[config.mk]
export PLATFORM = sky130hd
export DESIGN_NAME = ifetch_prefetch_flat
export DESIGN_NICKNAME = d
export VERILOG_FILES = /design/src/rtl/ifetch_prefetch_pkg.sv /design/src/rtl/ifetch_prefetch_if.sv /design/src/rtl/ifetch_prefetch_fifo.sv /design/src/rtl/ifetch_prefetch.sv /design/src/flat_wrapper.sv
export SDC_FILE = /design/constraint.sdc
export NUM_CORES = 1
export LEC_CHECK = 0
export BUFFER_PORTS_ARGS = -buffer_cell sky130_fd_sc_hd__buf_2
export CORE_MARGIN = 2
export CORE_UTILIZATION = 52
export CTS_CLUSTER_DIAMETER = 30
export DETAILED_ROUTE_END_ITERATION = 8
export MAX_ROUTING_LAYER = met4
export PLACE_DENSITY = 0.75
export RECOVER_POWER = 25
export SETUP_SLACK_MARGIN = 0.15
export SLEW_MARGIN = 20
export SYNTH_ARGS = -nofsm -noshare
export SYNTH_HDL_FRONTEND = slang
export SYNTH_SLANG_ARGS = --single-unit
[constraint.sdc]
create_clock -name clk -period 3.3 [get_ports clk]
set_clock_uncertainty 0.2 [all_clocks]
set_input_delay 0.66 -clock clk [delete_from_list [all_inputs] [get_ports clk]]
set_output_delay 0.66 -clock clk [all_outputs]
set_load 0.01 [all_outputs]
[src/rtl/ifetch_prefetch_pkg.sv]
// Shared fetch-unit types: FSM state encodings used by ifetch_prefetch.
// Kept beside the ALU defines so the core shares one encoding source.
package ifetch_prefetch_pkg;

  localparam int IF_ST_W = 2;

  typedef enum logic [IF_ST_W-1:0] {
    IF_ST_IDLE = 2'd0,
    IF_ST_REQ  = 2'd1,
    IF_ST_WAIT = 2'd2,
    IF_ST_DROP = 2'd3
  } ifState_e;

endpackage

[src/rtl/ifetch_prefetch_if.sv]
// Fetch-unit bundles: memory request/response bus and the decoder-facing
// instruction stream, each with master/slave views.
interface ifetch_mem_if #(
  parameter int ADDR_W = 32,
  parameter int DATA_W = 32
);
  logic              mem_req_valid;
  logic              mem_req_ready;
  logic [ADDR_W-1:0] mem_req_addr;
  logic              mem_rsp_valid;
  logic [DATA_W-1:0] mem_rsp_data;

  modport master (
    output mem_req_valid, mem_req_addr,
    input  mem_req_ready, mem_rsp_valid, mem_rsp_data
  );

  modport slave (
    input  mem_req_valid, mem_req_addr,
    output mem_req_ready, mem_rsp_valid, mem_rsp_data
  );
endinterface

interface ifetch_inst_if #(
  parameter int ADDR_W = 32,
  parameter int DATA_W = 32
);
  logic              inst_valid;
  logic              inst_ready;
  logic [DATA_W-1:0] inst_data;
  logic [ADDR_W-1:0] inst_pc;

  modport master (
    output inst_valid, inst_data, inst_pc,
    input  inst_ready
  );

  modport slave (
    input  inst_valid, inst_data, inst_pc,
    output inst_ready
  );
endinterface

[src/rtl/ifetch_prefetch_fifo.sv]
// Prefetch queue: power-of-two synchronous FIFO with flush.
// Flush beats push and pop; the head reads as zero when empty.
module prefetch_fifo #(
  parameter int DEPTH = 4,
  parameter int WIDTH = 64
) (
  input  logic                   clk,
  input  logic                   reset,
  input  logic                   flush,
  input  logic                   push,
  input  logic [WIDTH-1:0]       pushData,
  input  logic                   pop,
  output logic [WIDTH-1:0]       popData,
  output logic [$clog2(DEPTH):0] count,
  output logic                   full,
  output logic                   empty
);

  localparam int PTR_W = $clog2(DEPTH);
  localparam int CNT_W = PTR_W + 1;

  logic [WIDTH-1:0] mem [DEPTH];
  logic [PTR_W-1:0] wrPtr;
  logic [PTR_W-1:0] rdPtr;
  logic             doPush;
  logic             doPop;

  assign full   = (count == CNT_W'(DEPTH));
  assign empty  = (count == '0);
  assign doPush = push && !flush && !full;
  assign doPop  = pop && !flush && !empty;

  assign popData = empty ? '0 : mem[rdPtr];

  always_ff @(posedge clk or posedge reset) begin
    if (reset) begin
      wrPtr <= '0;
      rdPtr <= '0;
      count <= '0;
    end else if (flush) begin
      wrPtr <= '0;
      rdPtr <= '0;
      count <= '0;
    end else begin
      if (doPush) wrPtr <= wrPtr + 1'b1;
      if (doPop)  rdPtr <= rdPtr + 1'b1;
      unique case ({doPush, doPop})
        2'b10:   count <= count + 1'b1;
        2'b01:   count <= count - 1'b1;
        default: count <= count;
      endcase
    end
  end

  // Storage needs no reset: the head is masked while empty.
  always_ff @(posedge clk) begin
    if (doPush) mem[wrPtr] <= pushData;
  end

endmodule

[src/rtl/ifetch_prefetch.sv]
// Instruction fetch unit: one-outstanding-request fetch FSM feeding a
// prefetch queue, with redirect flush and halt.
module ifetch_prefetch
  import ifetch_prefetch_pkg::*;
#(
  parameter int                ADDR_W   = 32,
  parameter int                DATA_W   = 32,
  parameter int                DEPTH    = 4,
  parameter logic [ADDR_W-1:0] RESET_PC = '0,
  parameter int                PC_STEP  = 4
) (
  input  logic              clk,
  input  logic              reset,
  ifetch_mem_if.master      mem,
  ifetch_inst_if.master     inst,
  input  logic              redirect_valid,
  input  logic [ADDR_W-1:0] redirect_pc,
  input  logic              halt
);

  localparam int CNT_W = $clog2(DEPTH) + 1;
  localparam int ENT_W = DATA_W + ADDR_W;
  localparam logic [ADDR_W-1:0] STEP = ADDR_W'(PC_STEP);
  localparam logic [ADDR_W-1:0] STEP_MASK = ADDR_W'(PC_STEP - 1);

  ifState_e          state;
  ifState_e          stateNext;
  logic [ADDR_W-1:0] fetchPc;
  logic [ADDR_W-1:0] fetchPcNext;
  logic [ADDR_W-1:0] reqPc;
  logic [ADDR_W-1:0] reqPcNext;
  logic [ADDR_W-1:0] reqAddr;
  logic [ADDR_W-1:0] reqAddrNext;
  logic              reqValid;
  logic              reqValidNext;
  logic              stale;
  logic              staleNext;

  logic              push;
  logic              pop;
  logic              full;
  logic              empty;
  logic [CNT_W-1:0]  count;
  logic [CNT_W:0]    cntAfter;
  logic              roomAfter;
  logic              accept;
  logic [ADDR_W-1:0] redirAligned;
  logic [ENT_W-1:0]  headEnt;

  assign accept       = reqValid && mem.mem_req_ready;
  assign redirAligned = redirect_pc & ~STEP_MASK;
  assign pop          = !empty && inst.inst_ready;
  assign cntAfter     = {1'b0, count} + (CNT_W+1)'(1)
                      - (CNT_W+1)'(pop);
  assign roomAfter    = cntAfter < (CNT_W+1)'(DEPTH);

  assign mem.mem_req_valid = reqValid;
  assign mem.mem_req_addr  = reqAddr;
  assign inst.inst_valid   = !empty;
  assign inst.inst_data    = headEnt[ENT_W-1:ADDR_W];
  assign inst.inst_pc      = headEnt[ADDR_W-1:0];

  always_ff @(posedge clk or posedge reset) begin
    if (reset) begin
      state    <= IF_ST_IDLE;
      fetchPc  <= RESET_PC;
      reqPc    <= '0;
      reqAddr  <= RESET_PC;
      reqValid <= 1'b0;
      stale    <= 1'b0;
    end else begin
      state    <= stateNext;
      fetchPc  <= fetchPcNext;
      reqPc    <= reqPcNext;
      reqAddr  <= reqAddrNext;
      reqValid <= reqValidNext;
      stale    <= staleNext;
    end
  end

  always_comb begin
    stateNext    = state;
    fetchPcNext  = fetchPc;
    reqPcNext    = reqPc;
    reqAddrNext  = reqAddr;
    reqValidNext = reqValid;
    staleNext    = stale;
    push         = 1'b0;
    unique case (state)
      IF_ST_IDLE: begin
        if (!halt && !redirect_valid && !full) begin
          stateNext    = IF_ST_REQ;
          reqValidNext = 1'b1;
          reqAddrNext  = fetchPc;
        end
      end
      IF_ST_REQ: begin
        if (accept) begin
          reqValidNext = 1'b0;
          reqPcNext    = reqAddr;
          staleNext    = 1'b0;
          if (stale || redirect_valid) begin
            stateNext = IF_ST_DROP;
          end else begin
            stateNext   = IF_ST_WAIT;
            fetchPcNext = fetchPc + STEP;
          end
        end else if (redirect_valid) begin
          staleNext = 1'b1;
        end
      end
      IF_ST_WAIT: begin
        if (redirect_valid) begin
          stateNext = mem.mem_rsp_valid ? IF_ST_IDLE
                                        : IF_ST_DROP;
        end else if (mem.mem_rsp_valid) begin
          push = 1'b1;
          if (!halt && roomAfter) begin
            stateNext    = IF_ST_REQ;
            reqValidNext = 1'b1;
            reqAddrNext  = fetchPc;
          end else begin
            stateNext = IF_ST_IDLE;
          end
        end
      end
      IF_ST_DROP: begin
        if (mem.mem_rsp_valid) stateNext = IF_ST_IDLE;
      end
      default: stateNext = IF_ST_IDLE;
    endcase
    // A redirect always wins the next fetch address.
    if (redirect_valid) fetchPcNext = redirAligned;
  end

  prefetch_fifo #(
    .DEPTH (DEPTH),
    .WIDTH (ENT_W)
  ) u_fifo (
    .clk      (clk),
    .reset    (reset),
    .flush    (redirect_valid),
    .push     (push),
    .pushData ({mem.mem_rsp_data, reqPc}),
    .pop      (pop),
    .popData  (headEnt),
    .count    (count),
    .full     (full),
    .empty    (empty)
  );

endmodule

[src/flat_wrapper.sv]
// flat-port wrapper written by rule: the top's interface ports become plain ports
module ifetch_prefetch_flat import ifetch_prefetch_pkg::*;
#(
  parameter int                ADDR_W   = 32,
  parameter int                DATA_W   = 32,
  parameter int                DEPTH    = 4,
  parameter logic [ADDR_W-1:0] RESET_PC = '0,
  parameter int                PC_STEP  = 4
)
  (clk, reset, redirect_valid, redirect_pc, halt, mem_mem_req_valid, mem_mem_req_addr, mem_mem_req_ready, mem_mem_rsp_valid, mem_mem_rsp_data, inst_inst_valid, inst_inst_data, inst_inst_pc, inst_inst_ready);
  ifetch_mem_if #(.ADDR_W(ADDR_W), .DATA_W(DATA_W)) mem_i ();
  ifetch_inst_if #(.ADDR_W(ADDR_W), .DATA_W(DATA_W)) inst_i ();
  input  logic clk;
  input  logic reset;
  input  logic redirect_valid;
  input  logic [ADDR_W-1:0] redirect_pc;
  input  logic halt;
  output wire logic [$bits(mem_i.mem_req_valid)-1:0] mem_mem_req_valid;
  output wire logic [$bits(mem_i.mem_req_addr)-1:0] mem_mem_req_addr;
  input wire logic [$bits(mem_i.mem_req_ready)-1:0] mem_mem_req_ready;
  input wire logic [$bits(mem_i.mem_rsp_valid)-1:0] mem_mem_rsp_valid;
  input wire logic [$bits(mem_i.mem_rsp_data)-1:0] mem_mem_rsp_data;
  output wire logic [$bits(inst_i.inst_valid)-1:0] inst_inst_valid;
  output wire logic [$bits(inst_i.inst_data)-1:0] inst_inst_data;
  output wire logic [$bits(inst_i.inst_pc)-1:0] inst_inst_pc;
  input wire logic [$bits(inst_i.inst_ready)-1:0] inst_inst_ready;
  assign mem_mem_req_valid = mem_i.mem_req_valid;
  assign mem_mem_req_addr = mem_i.mem_req_addr;
  assign mem_i.mem_req_ready = mem_mem_req_ready;
  assign mem_i.mem_rsp_valid = mem_mem_rsp_valid;
  assign mem_i.mem_rsp_data = mem_mem_rsp_data;
  assign inst_inst_valid = inst_i.inst_valid;
  assign inst_inst_data = inst_i.inst_data;
  assign inst_inst_pc = inst_i.inst_pc;
  assign inst_i.inst_ready = inst_inst_ready;
  ifetch_prefetch #(.ADDR_W(ADDR_W), .DATA_W(DATA_W), .DEPTH(DEPTH), .RESET_PC(RESET_PC), .PC_STEP(PC_STEP)) u_core (.clk(clk), .reset(reset), .mem(mem_i), .inst(inst_i), .redirect_valid(redirect_valid), .redirect_pc(redirect_pc), .halt(halt));
endmodule
Yosys cells after proc, flatten, opt, wreduce, memory -nomap -nowiden
Memory sizes are Yosys's and may differ from the RTL's.
Index checks and enable logic that the tools add are counted.
{"block": "word_totals", "regBits": 107, "mem_bits_rw": 256, "word_cells": 99, "in_bits": 71, "romBits": 0, "mem_count": 1, "out_inout_bits": 98, "latchBits": 0}
{"memory": "u_core.u_fifo.mem", "words": 4, "word_bits": 64, "read_ports": 1, "rd_clocked_by_memory_dff": 0, "write_ports": 1, "line_no": "ifetch_prefetch_fifo.sv:22", "text": "logic [WIDTH-1:0] mem [DEPTH];"}
{"block": "op_classes", "mux": 38, "bitwise": 0, "n_reduce_logical": 29, "div_mod_pow": 0, "n_eq_ne": 14, "n_shift": 0, "magnitude_cmp": 1, "mul": 0, "add_sub_neg": 7}
{"operator": "$mux W32", "count": 8}
{"operator": "$mux W64", "count": 1}
{"operator": "$pmux W32 S2", "count": 1}
{"operator": "$add A32 B3 Y32 const B", "count": 1}
{"operator": "$mux W2", "count": 10}
{"operator": "$mux W1", "count": 14}
{"operator": "$reduce_bool A2 Y1", "count": 5}
{"operator": "$logic_and A1 B1 Y1", "count": 9}
{"operator": "$ne A2 B2 Y1 const B", "count": 4}
{"operator": "$pmux W2 S4", "count": 1}
{"operator": "$eq A2 B2 Y1 const B", "count": 3}
{"operator": "$ne A2 B1 Y1 const B", "count": 3}
{"operator": "$pmux W3 S2", "count": 1}
{"operator": "$reduce_and A6 Y1", "count": 1}
{"operator": "$reduce_bool A3 Y1", "count": 2}
{"operator": "$reduce_and A5 Y1", "count": 1}
{"operator": "$add A2 B1 Y2 const B", "count": 2}
{"operator": "$add A3 B1 Y4 const B", "count": 1}
{"operator": "$eq A2 B1 Y1 const B", "count": 2}
{"operator": "$logic_not A1 Y1", "count": 4}
{"operator": "$lt A4 B3 Y1 const B", "count": 1}
{"operator": "$reduce_and A2 Y1", "count": 2}
{"operator": "$reduce_and A4 Y1", "count": 1}
{"operator": "$sub A4 B1 Y4", "count": 1}
{"operator": "other kinds (10)", "count": 10}

Logic depth before layout (Yosys ltp)
Gate-level depths: netlist of run 1.
{"block": "depth", "depth_word": 10, "depth_mapped": 8, "mapped_depth_nobuf": 6}

Cells and area by module
Synthesis of run 1 repeated with hierarchy kept, for this count alone.
{"block": "hier_totals", "hier_cells": 914, "area_unflattened_um2": 14552.7}
{"mod": "prefetch_fifo", "area_each_um2": 10201.0, "cells_per_inst": 468, "instances": 1}
{"mod": "ifetch_prefetch", "area_each_um2": 4351.7, "cells_per_inst": 446, "instances": 1}

Least setup slack after synthesis of run 1
No wires, ideal clock.
{"block": "synth_timing", "kind": "input to register", "startpoint": "input port mem_mem_rsp_valid", "endpoint": "memory u_core.u_fifo.mem[0][10] (enable)", "path_stages": 3, "setup_slack_ns": 0.000, "t_arrival_ns": 2.673, "path_cell_list": "nor4bb_1 > clkbuf_1 > and3_1"}
{"block": "synth_between", "elab_chain_cells": 7}
{"element": "start: declaration", "line_no": "flat_wrapper.sv:21", "text": "input wire logic [$bits(mem_i.mem_rsp_valid)-1:0] mem_mem_rsp_valid;"}
{"element": "$mux W1", "line_no": "ifetch_prefetch.sv:116", "text": "end else if (mem.mem_rsp_valid) begin"}
{"element": "$mux W1", "line_no": "ifetch_prefetch.sv:113", "text": "if (redirect_valid) begin"}
{"element": "$mux W1", "line_no": "ifetch_prefetch.sv:89", "text": "unique case (state)"}
{"element": "$logic_and A1 B1 Y1 (2 in series)", "line_no": "ifetch_prefetch_fifo.sv:30", "text": "assign doPush = push && !flush && !full;"}
{"element": "$mux W1", "line_no": "ifetch_prefetch_fifo.sv:57", "text": "if (doPush) mem[wrPtr] <= pushData;"}
{"element": "$mux W1 (implied by the code)", "line_no": "ifetch_prefetch_fifo.sv:57"}
{"element": "end: declaration", "line_no": "ifetch_prefetch_fifo.sv:22"}
Every way passes these cells.

Worst setup path in the final report of run 1
{"block": "layout_timing", "startpoint": "register u_core.u_fifo.count[1]", "endpoint": "output port inst_inst_pc[3]"}
{"block": "layout_between", "elab_chain_cells": 2}
{"element": "start: declaration", "line_no": "ifetch_prefetch_fifo.sv:14", "text": "output logic [$clog2(DEPTH):0] count,"}
{"element": "start signal: assignment", "line_no": "ifetch_prefetch_fifo.sv:48", "text": "2'b10: count <= count + 1'b1;"}
{"element": "start signal: assignment", "line_no": "ifetch_prefetch_fifo.sv:49", "text": "2'b01: count <= count - 1'b1;"}
{"element": "start signal: assignment", "line_no": "ifetch_prefetch_fifo.sv:50", "text": "default: count <= count;"}
{"element": "$logic_not A3 Y1", "line_no": "ifetch_prefetch_fifo.sv:29", "text": "assign empty = (count == '0);"}
{"element": "$mux W64", "line_no": "ifetch_prefetch_fifo.sv:33", "text": "assign popData = empty ? '0 : mem[rdPtr];"}
{"element": "end: declaration", "line_no": "flat_wrapper.sv:25", "text": "output wire logic [$bits(inst_i.inst_pc)-1:0] inst_inst_pc;"}
Every way passes these cells.

==> flow_metrics.tcl, run 1 <==
set metrics [dict create \
    fin_crit_sh_pct 92.3 \
    cts-root-buf "clkbuf_16" \
    syn_to_final_growth_pct 27.2 \
    hold_path.class "input port to asynchronous set/reset pin" \
    drive_above_1_share_pct 33.3 \
    synth_edf_count 248 \
    finalWirelength_um 30800 \
    overflow 0 \
    r2r_slack_ns 0.62 \
    crit_slowest_cell "or3_2" \
    ios 169 \
    path_max_fanout 20 \
    worst-endpoint-arrival_ns 2.19 \
    die_h_um 168 \
    p_comb_share_pct 10.5 \
    cts_num_sinks 349 \
    synth_ff_type "edfxtp_1" \
    cap_viol_max_count 0 \
    clkPwrFrac_pct 50.0 \
    gr-usage-met3_pct 4.70 \
    grt_util_met2_pct 35.6 \
    worst_setup_path_start_kind "flop" \
    drc_errors 0 \
    seq_area_frac_synth_pct 71.0 \
    cts_hold_buf 0 \
    antenna_found_initial 1 \
    fmax_mhz 328 \
    vias 8381 \
    r2r_end "u_core.fetchPc[28]$_DFFE_PP0P_" \
    worst-r2r-cell-count 4 \
    p_leak_nw 6.90 \
    cts_tree "yes" \
    p_int_w 0.0107 \
    fp.dieW_um 168 \
    max_slew.worst_pin.slew_ns 0.983 \
    hpwl_um 18200 \
    tns_ns 0 \
    io_buffers 162 \
    ctsHtreeMaxLevel 3 \
    synth.distinct_cells 48 \
    cp.required_ns 2.44 \
    clock_latency_ns 0.55 \
    grt_max_degree 53 \
    ir_drop_uv 388 \
    fin_crit_ns 3.05 \
    outcome "complete, no violations" \
    grt.busiest_layer "met2" \
    drt_iter0_markers 768 \
    path_clk_slew_ns 0.05 \
    seq_power_share_pct 39.5 \
    first_pass_iters 7 \
    final_hold_viol_count 0 \
    grt_use_met1_pct 30.0 \
    start_util_pct 52.6 \
    yosysWarnings 0 \
    max_slew_margin_pct 34.4 \
    syn_area_sq_um 14100 \
    ant_nets 0 \
    worst_slack_ns 0.253 \
    synth_async_sr_flop_share_pct 28.9 \
    place_congestion 0.851 \
    crit_chain "or3_2 -> and2_1 -> buf_2" \
    cts_buffers 68 \
    pre_cts_ws_ns 0.462 \
    drt-wirelength-per-cell_um 20.8 \
    switching_share_pct 24.8 \
    setup.worst_path.class "flop to output port" \
    p_switching_w 0.00352 \
    regToRegStartpoint "u_core.fetchPc[4]$_DFFE_PP0P_" \
    synth.avg_cell_area_sq_um 16.1 \
    core-area_sq_um 26700 \
    grt.total_usage_pct 22.8 \
    ys_ff_latch 349 \
    clk_path_buf_depth 3 \
    cp-end-kind "output port" \
    drt-vias-per-instance 5.67 \
    netlist_instances 871 \
    fp.dieArea_sq_um 28400 \
    rsz0062_at_grt "no" \
    grt_pass1_vias 8533 \
    rows 60 \
    report.final.slew_viol_count 0 \
    grt_pass1_wl_um 47800 \
    slowest_delay_ns 0.75 \
    final_nets 1158 \
    nFillCells 1804 \
    power_density_nw_per_um2 793 \
    finalSetupViolCount 0 \
]
final cells by class:
type / count / area, sq um / share of cell area, %
well taps: 341 / 427 / 2.39
inverters: 13 / 52.6 / 0.294
flip-flops and latches: 349 / 9980 / 55.8
clock inverters: 39 / 477 / 2.66
multi-input cells: 460 / 3850 / 21.5
diodes: 1 / 2.50 / 0.0140
clock buffers: 87 / 1950 / 10.9
repair buffers: 189 / 1150 / 6.42
layout by cell type, fill, tap and decap left out, drive strengths merged, types with 4 or more instances in the layout:
cell type,n
edfxtp,248
buf,157
clkbuf,119
nand2,116
dfrtp,101
and2,64
mux4,62
mux2,31
nor2,22
or4,21
clkinv,21
inv,20
o21ai,17
nand3,17
a31oi,12
o31ai,9
nand4,9
o211ai,9
xnor2,8
bufinv,7
nor3,6
and3,6
or3,6
ha,5
nand3b,4
a21oi,4
clkinvlp,4
conb,4
logic make-up (layout without fill, tap and decap cells):
kind of cell    count (synthesis)  in the layout  share of synthesized area (%)
flops                         349            349                           71.0
other cells                     1              5                         0.0267
mux                            95             95                           12.6
compound gates                 57             57                           2.61
xor+xnor                       11             11                          0.685
buf+inv                        66            328                           2.01
simple gates                  286            287                           10.6
fa+ha+maj                       6              6                          0.587
registers in the layout (all words and copies together) (netlist names):
| register | cells |
|---|---|
| u_core.mem.mem_req_valid | 1 |
| u_core.fetchPc | 30 |
| u_core.reqPc | 30 |
| u_core.u_fifo.count | 3 |
| u_core.u_fifo.wrPtr | 2 |
| u_core.state | 2 |
| u_core.u_fifo.rdPtr | 2 |
| u_core.u_fifo.mem | 248 |
| u_core.mem.mem_req_addr | 30 |
| u_core.stale | 1 |
cell usage after synthesis (3+ instances only):
master    instances  area share [%]
buf_2             7            0.25
nand3_1          17            0.61
dfrtp_1         101              18
edfxtp_1        248              53
clkbuf_1         36            0.96
or4_1            21             1.1
mux4_2           62             9.9
nand2_1         116             3.1
or3_1             5            0.22
buf_4             5            0.27
a21oi_1           4            0.14
inv_1            13            0.35
xnor2_1           8            0.50
xor2_1            3            0.19
and3_1            6            0.27
a31oi_1          12            0.53
o211ai_1          9            0.48
mux2_2           31             2.5
buf_1             4            0.11
nand4_1           9            0.40
nor2_1           22            0.59
nand3b_1          4            0.21
and2_1           64             2.8
nor3_1            6            0.21
o31ai_1           9            0.48
ha_1              5            0.44
o21ai_0          17            0.61
power by group through the flow:
stage          clock [W]  combinational (W)  sequential, W
2_1_floorplan          0           0.000815        0.00558
3_3_place_gp           0            0.00144        0.00566
3_5_place_dp           0            0.00146        0.00568
4_1_cts          0.00719            0.00151        0.00560
5_1_grt          0.00738            0.00163        0.00566
6_report         0.00709            0.00149        0.00561
metal layers:
| metal | wire, um | part of all wire, % |
|---|---|---|
| met5 | 0 | 0 |
| met4 | 699 | 2.3 |
| met3 | 1740 | 5.6 |
| met2 | 15300 | 50 |
| met1 | 13100 | 42 |
stage by stage:
stage                     area (sq um)  power [W]  instances  utilization, %  hold slack (ns)
after global routing             17900     0.0147       1479            66.9            0.112
after floorplan                  14100    0.00639        874               -            0.276
after CTS                        17900     0.0143       1477            67.0           0.0848
final                            17900     0.0142       1479            66.9           0.0668
after detailed placement         15500    0.00715       1348            57.9            0.288
after global placement           15500    0.00709       1348            57.9            0.278
worst max-delay path: cells and delay by family (launching register included):
kind | cells | cell delay (ns)
buffers and inverters | 1 | 0.14
DFF | 1 | 0.50
and+or+nand+nor | 2 | 0.99
worst max path at each step:
stage | startpoint | to | slack, ns | depth (start not counted)
final | u_core.u_fifo.count[1]$_DFFE_PP0P_ | inst_inst_pc[3] | 0.25 | 3
after global routing | u_core.u_fifo.count[1]$_DFFE_PP0P_ | inst_inst_pc[3] | 0.18 | 3
after CTS | u_core.u_fifo.count[0]$_DFFE_PP0P_ | inst_inst_data[4] | 0.19 | 4
after detailed placement | redirect_valid | u_core.u_fifo.count[2]$_DFFE_PP0P_ | 0.46 | 7
after global placement | u_core.u_fifo.count[0]$_DFFE_PP0P_ | inst_inst_data[19] | 0.50 | 4
after floorplan | u_core.u_fifo.rdPtr[0]$_DFFE_PP0P_ | inst_inst_data[23] | 0.53 | 4
timing repair:
action                                  in CTS  in global routing
pin swaps                                    0                  1
resized for setup                            2                  0
gates cloned                                 0                  1
endpoints found under the setup margin      62                 16
setup buffers                                3                  0
endpoints found under the hold margin        0                  0
(Power assumes the default switching activity.)
==> run 2, diff against run 1 <==
Settings changed: ABC_AREA set to 1, CORE_MARGIN 2 to not set, CORE_UTILIZATION 52 to 58, PLACE_DENSITY 0.75 to 0.79.
Clock period 3.3 ns to 3.2 ns, I/O delays scaled along.
==> flow_metrics.tcl, run 2 <==
set metrics [dict create \
    synth.area.top_cells "edfxtp_1, dfrtp_1, nor2_1" \
    largest_register_ffs 248 \
    antenna_found_initial 0 \
    drt-wirelength-per-cell_um 18.7 \
    synth_ff_type "edfxtp_1" \
    fin_crit_ns 2.98 \
    hold_path.class "input port to asynchronous set/reset pin" \
    cts_hold_buf 0 \
    setup.worst_path.class "flop to output port" \
    finalSetupViolCount 0 \
    clk_path_buf_depth 3 \
    num_antenna_cells 0 \
    synth_largest_area_cell "edfxtp_1" \
    p_leak_nw 7.61 \
    synth.most_common_cell "nor2_1" \
    report.final.slew_viol_count 0 \
    cap_viol_max_count 0 \
    place_congestion 0.934 \
    max_slew_margin_pct 27.7 \
    grt_pass1_vias 10700 \
    drc_errors 0 \
    worst_slack_ns 0.218 \
    p_int_w 0.00894 \
    cts_buffers 60 \
    regToRegStartpoint "u_core.fetchPc[2]$_DFFE_PP0P_" \
    worst-endpoint-arrival_ns 2.14 \
    outcome "complete, no violations" \
    fp.dieArea_sq_um 26100 \
    largest-register "u_core.u_fifo.mem" \
    synth_edf_count 248 \
    final-instance-count-excl-fill 1977 \
    p_switching_w 0.00241 \
    cts_num_sinks 349 \
    syn_to_final_growth_pct 22.0 \
    switching_share_pct 21.3 \
    crit_slowest_cell "dfrtp_4" \
    cts_setup_buffers 0 \
    finalWirelength_um 36900 \
    worst-r2r-cell-count 10 \
    clock_latency_ns 0.56 \
    die_h_um 161 \
    syn_area_sq_um 14700 \
    p_comb_share_pct 2.6 \
    first_pass_iters 8 \
    ctsHtreeMaxLevel 2 \
    final_hold_viol_count 0 \
    fin_crit_sh_pct 93.2 \
    whs_ns 0.0295 \
    synth_top_cell_area_share_pct 50.5 \
    ant_nets 0 \
    rsz0062_at_grt "yes" \
    synth.distinct_cells 36 \
    core-area_sq_um 24600 \
    drt-vias-per-instance 5.62 \
    seq_power_share_pct 43.4 \
    hpwl_um 20500 \
    start_util_pct 59.9 \
    ys_ff_latch 349 \
    cts_tree "yes" \
    seq_area_frac_synth_pct 67.6 \
    power_density_nw_per_um2 631 \
    worst_setup_path_start_kind "flop" \
    rows 57 \
    ir_drop_uv 488 \
    synth.avg_cell_area_sq_um 10.3 \
    fp.dieW_um 161 \
    netlist_instances 1427 \
    clkPwrFrac_pct 54.0 \
    finish.utilization_pct 73.1 \
    crit_chain "inv_6 -> buf_12 -> o21ai_0 -> a21oi_1 -> buf_2" \
    drive_above_1_share_pct 17.6 \
    r2r_slack_ns 0.72 \
    layout_common_cells "nor2_1, nand2_1, edfxtp_1, o21ai_0, buf_2" \
    max_slew.worst_pin.slew_ns 1.08 \
    synth_common_cells "nor2_1, nand2_1, edfxtp_1, o21ai_0, dfrtp_1" \
    path_max_fanout 37 \
    fmax_mhz 335 \
    r2r_end "u_core.fetchPc[30]$_DFFE_PP0P_" \
    ios 169 \
    cp.required_ns 2.36 \
    overflow 0 \
    synth_async_sr_flop_share_pct 28.9 \
    tns_ns 0 \
    slowest_delay_ns 0.56 \
    place_inst 1863 \
    drt_iter0_markers 1143 \
    yosysWarnings 0 \
    io_buffers 162 \
    final_nets 1681 \
    grt_max_degree 102 \
    cp-end-kind "output port" \
    final_common_cell "nor2_1" \
    grt.total_usage_pct 29.4 \
    vias 11100 \
    pre_cts_ws_ns 0.642 \
    cts-root-buf "clkbuf_16" \
    path_clk_slew_ns 0.05 \
    grt_pass1_wl_um 57400 \
]
run 2: timing repair:
| action | in CTS | in global routing |
|---|---|---|
| resized for setup | 4 | 4 |
| gates cloned | 1 | 2 |
| setup endpoints to repair | 36 | 31 |
| pin swaps | 0 | 0 |
run 2: power groups by stage:
| stage | clock network, W | registers, W | logic [W] |
|---|---|---|---|
| 3_3_place_gp | 0 | 0.00501 | 0.000286 |
| 6_report | 0.00614 | 0.00493 | 0.000291 |
| 3_5_place_dp | 0 | 0.00501 | 0.000294 |
| 4_1_cts | 0.00618 | 0.00493 | 0.000296 |
| 5_1_grt | 0.00640 | 0.00493 | 0.000332 |
| 2_1_floorplan | 0 | 0.00500 | 0.000187 |
run 2: stage by stage:
step | power [W] | area, sq um
2_1_floorplan | 0.00518 | 14800
3_3_place_gp | 0.00529 | 16000
3_5_place_dp | 0.00530 | 16000
4_1_cts | 0.0114 | 18000
5_1_grt | 0.0117 | 18000
6_report | 0.0114 | 18000
run 2: kinds of logic after synthesis:
kind of cell	Yosys count	synth area share, %
AO/OA/AOI/OAI	267	9.72
buffers and inverters	137	3.89
adder cells (fa/ha/maj)	6	0.560
XOR/XNOR	11	0.653
AND/OR/NAND/NOR	656	17.5
flip-flops	349	67.6
other	1	0.0254
run 2: per-layer routing:
metal	up-vias	wire length (um)	GRT usage [%]
li1	5179	-	-
met1	5300	15100	39.1
met2	568	18300	47.9
met3	57	2750	4.03
met4	0	709	8.23
met5	-	0	-
run 2: layout make-up:
type                       count  area (sq um)
sequential                   349          9980
fill                        1633          6610
multi-input combinational    944          4240
clock buffer                  74          1610
timing repair buffer         183          1130
tap                          324           405
clock inverter                37           370
inverter                      66           262
run 2: critical path: cells and delay by family, from the launching register on:
family / cells / cell delay, ns
flip-flops: 1 / 0.56
buffers and inverters: 3 / 0.64
AO/OA/AOI/OAI: 2 / 0.38
run 2: how the worst max path moves through the flow:
stage | from | end | slack, ns | depth (start not counted)
floorplan | redirect_valid | u_core.u_fifo.mem[0][10]$_DFFE_PP_ | -0.16 | 5
global placement | u_core.u_fifo.count[0]$_DFFE_PP0P_ | inst_inst_data[22] | 0.66 | 6
detailed placement | u_core.u_fifo.count[0]$_DFFE_PP0P_ | inst_inst_data[22] | 0.64 | 6
CTS | u_core.u_fifo.rdPtr[0]$_DFFE_PP0P_ | inst_inst_pc[17] | 0.15 | 5
global route | u_core.u_fifo.rdPtr[0]$_DFFE_PP0P_ | inst_inst_pc[5] | 0.14 | 5
finish | u_core.u_fifo.rdPtr[0]$_DFFE_PP0P_ | inst_inst_pc[5] | 0.22 | 5
==> run 3, diff against run 2 <==
Settings changed: CORE_MARGIN set to 10.
==> flow_metrics.tcl, run 3 (synthesis results as in run 2) <==
set metrics [dict create \
    outcome "complete, no violations" \
    syn_to_final_growth_pct 21.3 \
    core-area_sq_um 25100 \
    drc_errors 0 \
    grt_max_degree 67 \
    crit_path_start "u_core.u_fifo.rdPtr[0]$_DFFE_PP0P_" \
    fin_crit_sh_pct 94.3 \
    ir_drop_uv 466 \
    hpwl_um 21700 \
    p_comb_share_pct 2.7 \
    p_switching_w 0.00237 \
    ios 169 \
    clk_path_buf_depth 3 \
    largest_register_ffs 248 \
    seq_power_share_pct 44.7 \
    grt.total_usage_pct 22.8 \
    switching_share_pct 21.5 \
    clkPwrFrac_pct 52.6 \
    cts_buffers 55 \
    grt_pass1_wl_um 58100 \
    fp.dieArea_sq_um 32200 \
    p_leak_nw 7.56 \
    num_antenna_cells 0 \
    layout_common_cells "nor2_1, nand2_1, edfxtp_1, o21ai_0, buf_2" \
    final_hold_viol_count 0 \
    cts_num_sinks 349 \
    clock_latency_ns 0.54 \
    io_buffers 162 \
    hp-start "redirect_pc[30]" \
    die_h_um 179 \
    vias 11000 \
    r2r_slack_ns 0.76 \
    rows 58 \
    hold_path.class "input port to flop" \
    drt-vias-per-instance 5.56 \
    antenna_found_initial 0 \
    rsz0062_at_grt "yes" \
    p_int_w 0.00864 \
    place_congestion 0.944 \
    whs_ns 0.127 \
    largest-register "u_core.u_fifo.mem" \
    final_nets 1681 \
    place_inst 1874 \
    overflow 0 \
    grt_pass1_vias 10900 \
    fin_area_sq_um 17900 \
    report.final.slew_viol_count 0 \
    ant_nets 0 \
    fp.dieW_um 179 \
    setup.worst_path.class "flop to output port" \
    first_pass_iters 5 \
    finalWirelength_um 37300 \
    cp-end-kind "output port" \
    final_common_cell "nor2_1" \
    max_slew_margin_pct 39.6 \
    worst_setup_path_start_kind "flop" \
    cts_tree "yes" \
    place_area_sq_um 16000 \
    start_util_pct 58.7 \
    regToRegStartpoint "u_core.fetchPc[2]$_DFFE_PP0P_" \
    drt_iter0_markers 1354 \
    drt-wirelength-per-cell_um 18.8 \
    fin_crit_ns 3.02 \
    final-instance-count-excl-fill 1980 \
    drive_above_1_share_pct 17.6 \
    path_max_fanout 63 \
    cts-root-buf "clkbuf_16" \
    worst-endpoint-arrival_ns 2.18 \
    tns_ns 0 \
    path_clk_slew_ns 0.05 \
    finalSetupViolCount 0 \
    ctsHtreeMaxLevel 2 \
    max_slew.worst_pin.slew_ns 0.905 \
    cp.required_ns 2.36 \
    cap_viol_max_count 0 \
    power_density_nw_per_um2 615 \
    cts_setup_buffers 0 \
    fmax_mhz 331 \
]
-- run 3: worst paths after layout --
kind / to / depth (start not counted)
setup / recovery: inst_inst_pc[16] / 6
hold / removal: u_core.fetchPc[30]$_DFFE_PP0P_ / 3
setup reg to reg: u_core.fetchPc[30]$_DFFE_PP0P_ / 10
hold reg to reg: u_core.mem.mem_req_valid$_DFFE_PP0P_ / 2
max in group asynchronous: u_core.mem.mem_req_addr[14]$_DFFE_PP0P_ / 4
min in group asynchronous: u_core.state[1]$_DFFE_PP0P_ / 3
-- run 3: area by class of cell --
type	instances	area, sq um
fill	1765	7220
multi-input combinational	944	4240
timing repair buffer	188	1160
clock inverter	36	385
clock buffer	67	1450
tap	330	413
sequential	349	9980
inverter	66	256
-- run 3: layer usage --
layer	part of all wire, %	track usage, %
met1	42	30.0
met2	49	36.2
met3	7.2	3.45
met4	2.1	7.15
met5	0	-
-- run 3: power by group through the flow --
stage / sequential, W / combinational (W) / clock, W
after global routing: 0.00493 / 0.000334 / 0.00608
final: 0.00493 / 0.000292 / 0.00579
after global placement: 0.00501 / 0.000287 / 0
after floorplan: 0.00500 / 0.000187 / 0
after CTS: 0.00492 / 0.000297 / 0.00584
after detailed placement: 0.00501 / 0.000293 / 0
-- run 3: what timing repair did --
| item | in CTS | in global routing |
|---|---|---|
| hold buffers | 1 | 0 |
| endpoints found under the setup margin | 4 | 10 |
| hold endpoints to repair | 18 | 0 |
| cloned | 1 | 1 |
| resized for setup | 2 | 1 |
-- run 3: worst max-delay path, stage by stage (launching register included) --
cell     delay, ns
dfrtp_4       0.49
buf_16        0.29
nor2_1        0.10
nor2_1        0.12
o21ai_0       0.11
a21oi_1       0.30
buf_2         0.20
-- run 3: stage by stage --
| step | setup slack, ns | total power (W) | util (%) |
|---|---|---|---|
| finish | 0.183 | 0.0110 | 71.3 |
| global route | 0.110 | 0.0113 | 71.3 |
| CTS | 0.169 | 0.0111 | 71.3 |
| detailed placement | 0.648 | 0.00530 | 63.8 |
| global placement | 0.670 | 0.00529 | 63.8 |
| floorplan | -0.162 | 0.00518 | - |
